[config.mk]
export PLATFORM = sky130hd
export DESIGN_NAME = fifo_ctrl
export DESIGN_NICKNAME = d
export VERILOG_FILES = /design/src/rtl/fifo_ctrl.sv
export SDC_FILE = /design/constraint.sdc
export NUM_CORES = 1
export LEC_CHECK = 0
export ABC_AREA = 1
export BUFFER_PORTS_ARGS = -buffer_cell sky130_fd_sc_hd__buf_2
export CAP_MARGIN = 20
export CORE_MARGIN = 4
export CORE_UTILIZATION = 50
export CTS_BUF_LIST = sky130_fd_sc_hd__clkbuf_4 sky130_fd_sc_hd__clkbuf_8
export CTS_CLUSTER_DIAMETER = 100
export DETAILED_ROUTE_END_ITERATION = 10
export PLACE_DENSITY = 0.82
export SLEW_MARGIN = 20
export SYNTH_ARGS = -nofsm -noshare
export SYNTH_HDL_FRONTEND = slang
export SYNTH_SLANG_ARGS = --single-unit
export TNS_END_PERCENT = 10
[constraint.sdc]
create_clock -name clk_in -period 2.5 [get_ports clk_in]
set_input_delay 0.5 -clock clk_in [delete_from_list [all_inputs] [get_ports clk_in]]
set_output_delay 0.5 -clock clk_in [all_outputs]
set_load 0.005 [all_outputs]
[src/rtl/fifo_ctrl.sv]
// Pointer/flag controller for a single-clock FIFO in front of a dual-port memory.
// Wrap-bit pointers give full/empty/count; request rejections are flagged one cycle later.
module fifo_ctrl #(
  parameter int unsigned DEEP      = 8,
  parameter int unsigned AF_MARGIN = 2,
  parameter int unsigned AE_MARGIN = 2
) (
  input  logic            clk_in,
  input  logic            rst,
  input  logic            wr_req,
  input  logic            rd_req,
  output logic            w_en,
  output logic            r_en,
  output logic [DEEP-1:0] address_w,
  output logic [DEEP-1:0] address_r,
  output logic            rd_valid,
  output logic            full,
  output logic            empty,
  output logic            almost_full,
  output logic            almost_empty,
  output logic [DEEP:0]   count,
  output logic            wr_err,
  output logic            rd_err
);

  localparam int unsigned PW  = DEEP + 1;
  localparam int unsigned CAP = 1 << DEEP;

  logic [PW-1:0] wr_ptr;
  logic [PW-1:0] rd_ptr;

  // Occupancy and flags decode straight from the registered pointers.
  always_comb begin
    count        = wr_ptr - rd_ptr;
    empty        = (wr_ptr == rd_ptr);
    full         = (wr_ptr[DEEP-1:0] == rd_ptr[DEEP-1:0]) && (wr_ptr[DEEP] != rd_ptr[DEEP]);
    almost_full  = (count >= PW'(CAP - AF_MARGIN));
    almost_empty = (count <= PW'(AE_MARGIN));
    address_w    = wr_ptr[DEEP-1:0];
    address_r    = rd_ptr[DEEP-1:0];
  end

  // Enables are sampled by the memory on the same edge that advances the pointers.
  assign w_en = wr_req & ~full  & ~rst;
  assign r_en = rd_req & ~empty & ~rst;

  always_ff @(posedge clk_in) begin
    if (rst) begin
      wr_ptr   <= '0;
      rd_ptr   <= '0;
      rd_valid <= 1'b0;
      wr_err   <= 1'b0;
      rd_err   <= 1'b0;
    end else begin
      if (w_en) wr_ptr <= wr_ptr + PW'(1);
      if (r_en) rd_ptr <= rd_ptr + PW'(1);
      rd_valid <= r_en;
      wr_err   <= wr_req & full;
      rd_err   <= rd_req & empty;
    end
  end

endmodule

; After elaboration in Yosys (flattened, before gate mapping)
; Index checks and enable logic that the tools add are counted.
[op_classes]
n_eq_ne = 3
bitwise = 9
add_sub_neg = 3
reduce_logical = 1
magnitude_cmp = 2
[op_table]
columns = operator, n
row1 = $add 9x1->9 const B, 2
row2 = $eq 9x9->1, 1
row3 = $ge 9x8->1 const B, 1
row4 = $le 9x2->1 const B, 1
row5 = $sub 9x9->9, 1
row6 = $eq 8x8->1, 1
row7 = $and 1x1->1, 6
row8 = $not 1->1, 3
row9 = $logic_and 1x1->1, 1
row10 = $ne 1x1->1, 1
[word_totals]
input_bits = 4
ff_bits = 21
wordCells = 23

; Logic depth before layout (Yosys ltp)
[depth]
word_depth = 5
ltp_mapped = 13
ltp_nobuf = 13

; Worst setup path after synthesis
; No wires, ideal clock.
[synth_path]
path_kind = register to output
startpoint = reg rd_ptr[0]
endpoint = out almost_empty
n_path_buf = 0
arrival_time_ns = 1.737
path_stages_with_launch = 13
setup_slack_ns = 0.263
path_cell_list = dfxtp_1 ha_1 inv_1 fa_1 nand3_1 nand3_1 nand2_1 nand2_1 nand2_1 nand2_1 nor2_1 nand2_1 nor2_1
[synth_between]
elab_chain_len = 2
[synth_lines]
columns = element, line_no
row1 = start: declaration, 30  ; logic [PW-1:0] rd_ptr;
row2 = start signal: assignment, 56  ; if (r_en) rd_ptr <= rd_ptr + PW'(1);
row3 = $sub 9x9->9, 34  ; count = wr_ptr - rd_ptr;
row4 = named net count[6], 21  ; output logic [DEEP:0] count,
row5 = $le 9x2->1, 38  ; almost_empty = (count <= PW'(AE_MARGIN));
row6 = end: declaration, 20  ; output logic almost_empty,
; The timed path passes the listed nets, and every way through them passes these cells.

; Worst setup path after layout
[layout_path]
startpoint = reg wr_ptr[0]
endpoint = out almost_full
[layout_between]
elab_chain_len = 2
[layout_lines]
columns = element, line_no
row1 = start: declaration, 29  ; logic [PW-1:0] wr_ptr;
row2 = start signal: assignment, 55  ; if (w_en) wr_ptr <= wr_ptr + PW'(1);
row3 = $sub 9x9->9, 34
row4 = $ge 9x8->1, 37  ; almost_full = (count >= PW'(CAP - AF_MARGIN));
row5 = end: declaration, 19  ; output logic almost_full,
; No other way between the ends.

==> results.json <==
{
  "rsz0062_at_grt": "yes",
  "die_width_um": 66.72,
  "h-tree-depth": 1,
  "num_rows": 21,
  "vias": 1717,
  "first_iter_violations": 81,
  "p_comb_share_pct": 33.6,
  "whs_path_depth": 3,
  "route.met2.wl_um": 1964,
  "fin_ws_ns": -0.09263,
  "synthTopCellsByArea": "dfxtp_1 24%, nand2_1 15%, inv_1 9.6%, buf_4 7.4%, ha_1 7.3%",
  "worstMarginPinSlew_ns": 0.3646,
  "critPathCaptureType": "primary output",
  "hold_viol_final": 0,
  "rr_endpoint": "rd_ptr[7]",
  "ir_drop_uv": 272.6,
  "firstDrtPassIters": 4,
  "violations": "setup timing",
  "cts_tree": "built",
  "worstPathCellList": "inv_2, ha_4, inv_2, fa_2, nand3_4, buf_6, nand3_2, nand2_2, nand3_1, nor2_1, nand3_1, nand2_1, buf_2",
  "die_h_um": 66.72,
  "dpl_worst_slack_ns": 0.06609,
  "synth_ff_type": "dfxtp_1",
  "power_density_mw_per_mm2": 387.2,
  "fin_setup_tns_ns": -0.1797,
  "numCtsBuffers": 3,
  "outcome": "finished, violations left",
  "yosys_warnings": 0,
  "arrival_ns": 2.09,
  "clockPowerShare_pct": 22.1,
  "place.gp.congestion": 0.8977,
  "synth_top_area_cell": "dfxtp_1",
  "vias_per_cell": 5.050,
  "initial_core_util_pct": 51.67,
  "cp.required_ns": 2.00,
  "r2r_cells": 11,
  "fin_total_pwr_uw": 792.1,
  "fp.coreArea_sq_mm": 0.003337,
  "skew_ns": 0.004758,
  "reg2reg_slack_ns": 0.64,
  "ys_types": 29,
  "cts_buffer_depth": 2,
  "maxCapViolCount": 0,
  "worstPathMaxFanout": 3,
  "start_kind": "flip-flop",
  "relSlewSlack_pct": 75.66,
  "p_leak_nw": 1.077,
  "synth.cell_area_sq_mm": 0.001724,
  "synth-edff-count": 0,
  "synth_nets": 282,
  "place_hpwl_um": 2993,
  "synthCells": 267,
  "nets": 310,
  "max_freq_mhz": 385.7,
  "rr_startpoint": "rd_ptr[6]",
  "seq_power_share_pct": 44.3,
  "met1Wirelength_um": 1854,
  "ys_ff_latch": 21,
  "path_class": "flip-flop to primary output",
  "fin_crit_sh_pct": 103.7,
  "routed.top_layer": "met4",
  "cpPeakStageDelay_ns": 0.39,
  "route.met3.wl_um": 168,
  "cts_hold_buf": 0,
  "cts_root_buf": "clkbuf_4",
  "io_pins": 38,
  "track_usage_pct": 19.01,
  "syn_to_final_growth_pct": 18.65,
  "dieArea_sq_mm": 0.004452,
  "route.detailed.drc": 0,
  "slowest_stage": "fa_2",
  "hold_end": "rd_err",
  "async_flop_share_pct": 0,
  "cp.buffers_inverters": 4,
  "port_buffers": 37,
  "avgRoutedWirePerCell_um": 11.94,
  "antennaDiodeCount": 0,
  "hp-start": "rd_req",
  "layout-drive-gt1-share_pct": 30.95,
  "clock_latency_ns": 0.30,
  "hold_class": "input pin to flip-flop",
  "setup_violations": 2,
  "intPower_uw": 528.5,
  "grt_pass1_wl_um": 6541,
  "antenna_found_initial": 0,
  "switching_share_pct": 33.28,
  "power_switching_uw": 263.6,
  "drv_slew": 0,
  "clock_sinks": 21,
  "path_delay_family": "simple AND/OR/NAND/NOR gates",
  "num-fill-cells": 301,
  "ant_nets": 0,
  "wl_um": 4058,
  "synth.top_cell.area_share_pct": 24.38,
  "ys_seq_area_share_pct": 24.38,
  "syn_area_per_cell_sq_um": 6.458,
  "finalCriticalPeriod_ns": 2.593,
  "path_clk_slew_ns": 0.11,
  "grt_max_degree": 14,
  "grt-ovfl-total": 0,
  "first_global_vias": 1493
}
## power groups by stage
stage          Combinational (mW)  Clock, mW  Sequential [mW]
2_1_floorplan               0.159          0            0.357
3_3_place_gp                0.226          0            0.356
3_5_place_dp                0.227          0            0.357
4_1_cts                     0.244      0.181            0.351
5_1_grt                     0.298      0.196            0.352
6_report                    0.266      0.175            0.351
## repair_timing
| action | 4_1_cts | 5_1_grt |
|---|---|---|
| gates resized for setup | 17 | 19 |
| setup buffers | 3 | 0 |
| pin swaps | 4 | 8 |
| cloned | 0 | 0 |
| setup endpoints to repair | 7 | 5 |
## metal layers
metal / vias to the layer above / track usage (%)
li1: 877 / -
met4: 0 / 7.360
met1: 781 / 23.92
met5: - / 0
met2: 50 / 32.43
met3: 9 / 2.698
## Yosys cell counts (2+ instances only)
cell type	instances
nand3_1	18
nor2_4	2
nand2_2	2
nand3_2	4
buf_4	17
a21oi_1	12
inv_1	44
nor2_1	21
inv_2	2
nand4_1	5
ha_1	10
dfxtp_1	21
xor2_1	4
o21ai_1	2
a21oi_2	3
nor3_1	6
nand2_1	71
xnor2_1	3
o21ai_0	7
o21bai_1	2
nand2_4	3
## final cells by class
class / instances / area [sq um] / area share, %
Tap cell: 46 / 57.56 / 2.813
Sequential cell: 21 / 426.7 / 20.86
Clock buffer: 4 / 30.03 / 1.468
Inverter: 46 / 172.7 / 8.440
Multi-Input combinational cell: 180 / 1125 / 54.98
Timing Repair Buffer: 43 / 234.0 / 11.44
## placed cells by master (no fill, tap or decap), types with 2 or more instances in the layout
cell / count
nand2_1: 65
inv_1: 42
buf_2: 37
nor2_1: 21
dfxtp_1: 16
nand3_1: 14
a21oi_1: 9
nand2_2: 8
o21ai_0: 7
a21oi_2: 6
nor3_1: 6
nand3_2: 5
nand4_1: 5
ha_4: 5
ha_1: 5
buf_4: 5
dfxtp_2: 5
inv_2: 4
clkbuf_4: 4
xnor2_1: 3
nand2_4: 3
xor2_1: 3
nand3_4: 3
nor2_4: 2
o21bai_1: 2
o21ai_1: 2
## registers in the layout, indices dropped and copies added, names as in the netlist
register,flops
wr_ptr,9
rd_ptr,9
wr_err,1
rd_valid,1
rd_err,1
## worst max path at each step
stage | start | endpoint | slack (ns) | depth (start not counted)
CTS | wr_ptr[0] | almost_empty | -0.1 | 14
floorplan | rd_ptr[0] | almost_empty | 0.26 | 12
global placement | wr_ptr[0] | almost_empty | 0.15 | 14
finish | wr_ptr[0] | almost_full | -0.09 | 13
detailed placement | wr_ptr[0] | almost_empty | 0.07 | 14
global route | wr_ptr[0] | almost_empty | -0.21 | 14
## through the flow
| stage | hold WS, ns | utilization, % | cell area (sq um) | instances |
|---|---|---|---|---|
| 5_1_grt | 0.4198 | 61.30 | 2046 | 340 |
| 4_1_cts | 0.4162 | 58.42 | 1949 | 340 |
| 6_report | 0.4226 | 61.30 | 2046 | 340 |
| 2_1_floorplan | 0.4705 | - | 1724 | 267 |
| 3_5_place_dp | 0.4895 | 55.19 | 1842 | 333 |
| 3_3_place_gp | 0.4879 | 55.19 | 1842 | 333 |
## worst register-to-register path, cell delays in order, from the launching register on
cell and delay, ns:
dfxtp_1 0.37, inv_1 0.09, ha_1 0.38, nand2_2 0.10, nor2_4 0.15, nand3_2 0.16
nand2_4 0.15, inv_2 0.12, nand2_1 0.10, nand2_1 0.05, nand2_1 0.05, nor2_1 0.04
## kinds of logic after synthesis
logic type / after synthesis / share of synthesized area (%)
simple gates: 135 / 36.21
buf+inv: 66 / 18.58
compound gates: 27 / 8.854
flops: 21 / 24.38
fa+ha+maj: 11 / 8.418
xor+xnor: 7 / 3.556
Note: power is estimated with default switching activity, not from simulation.
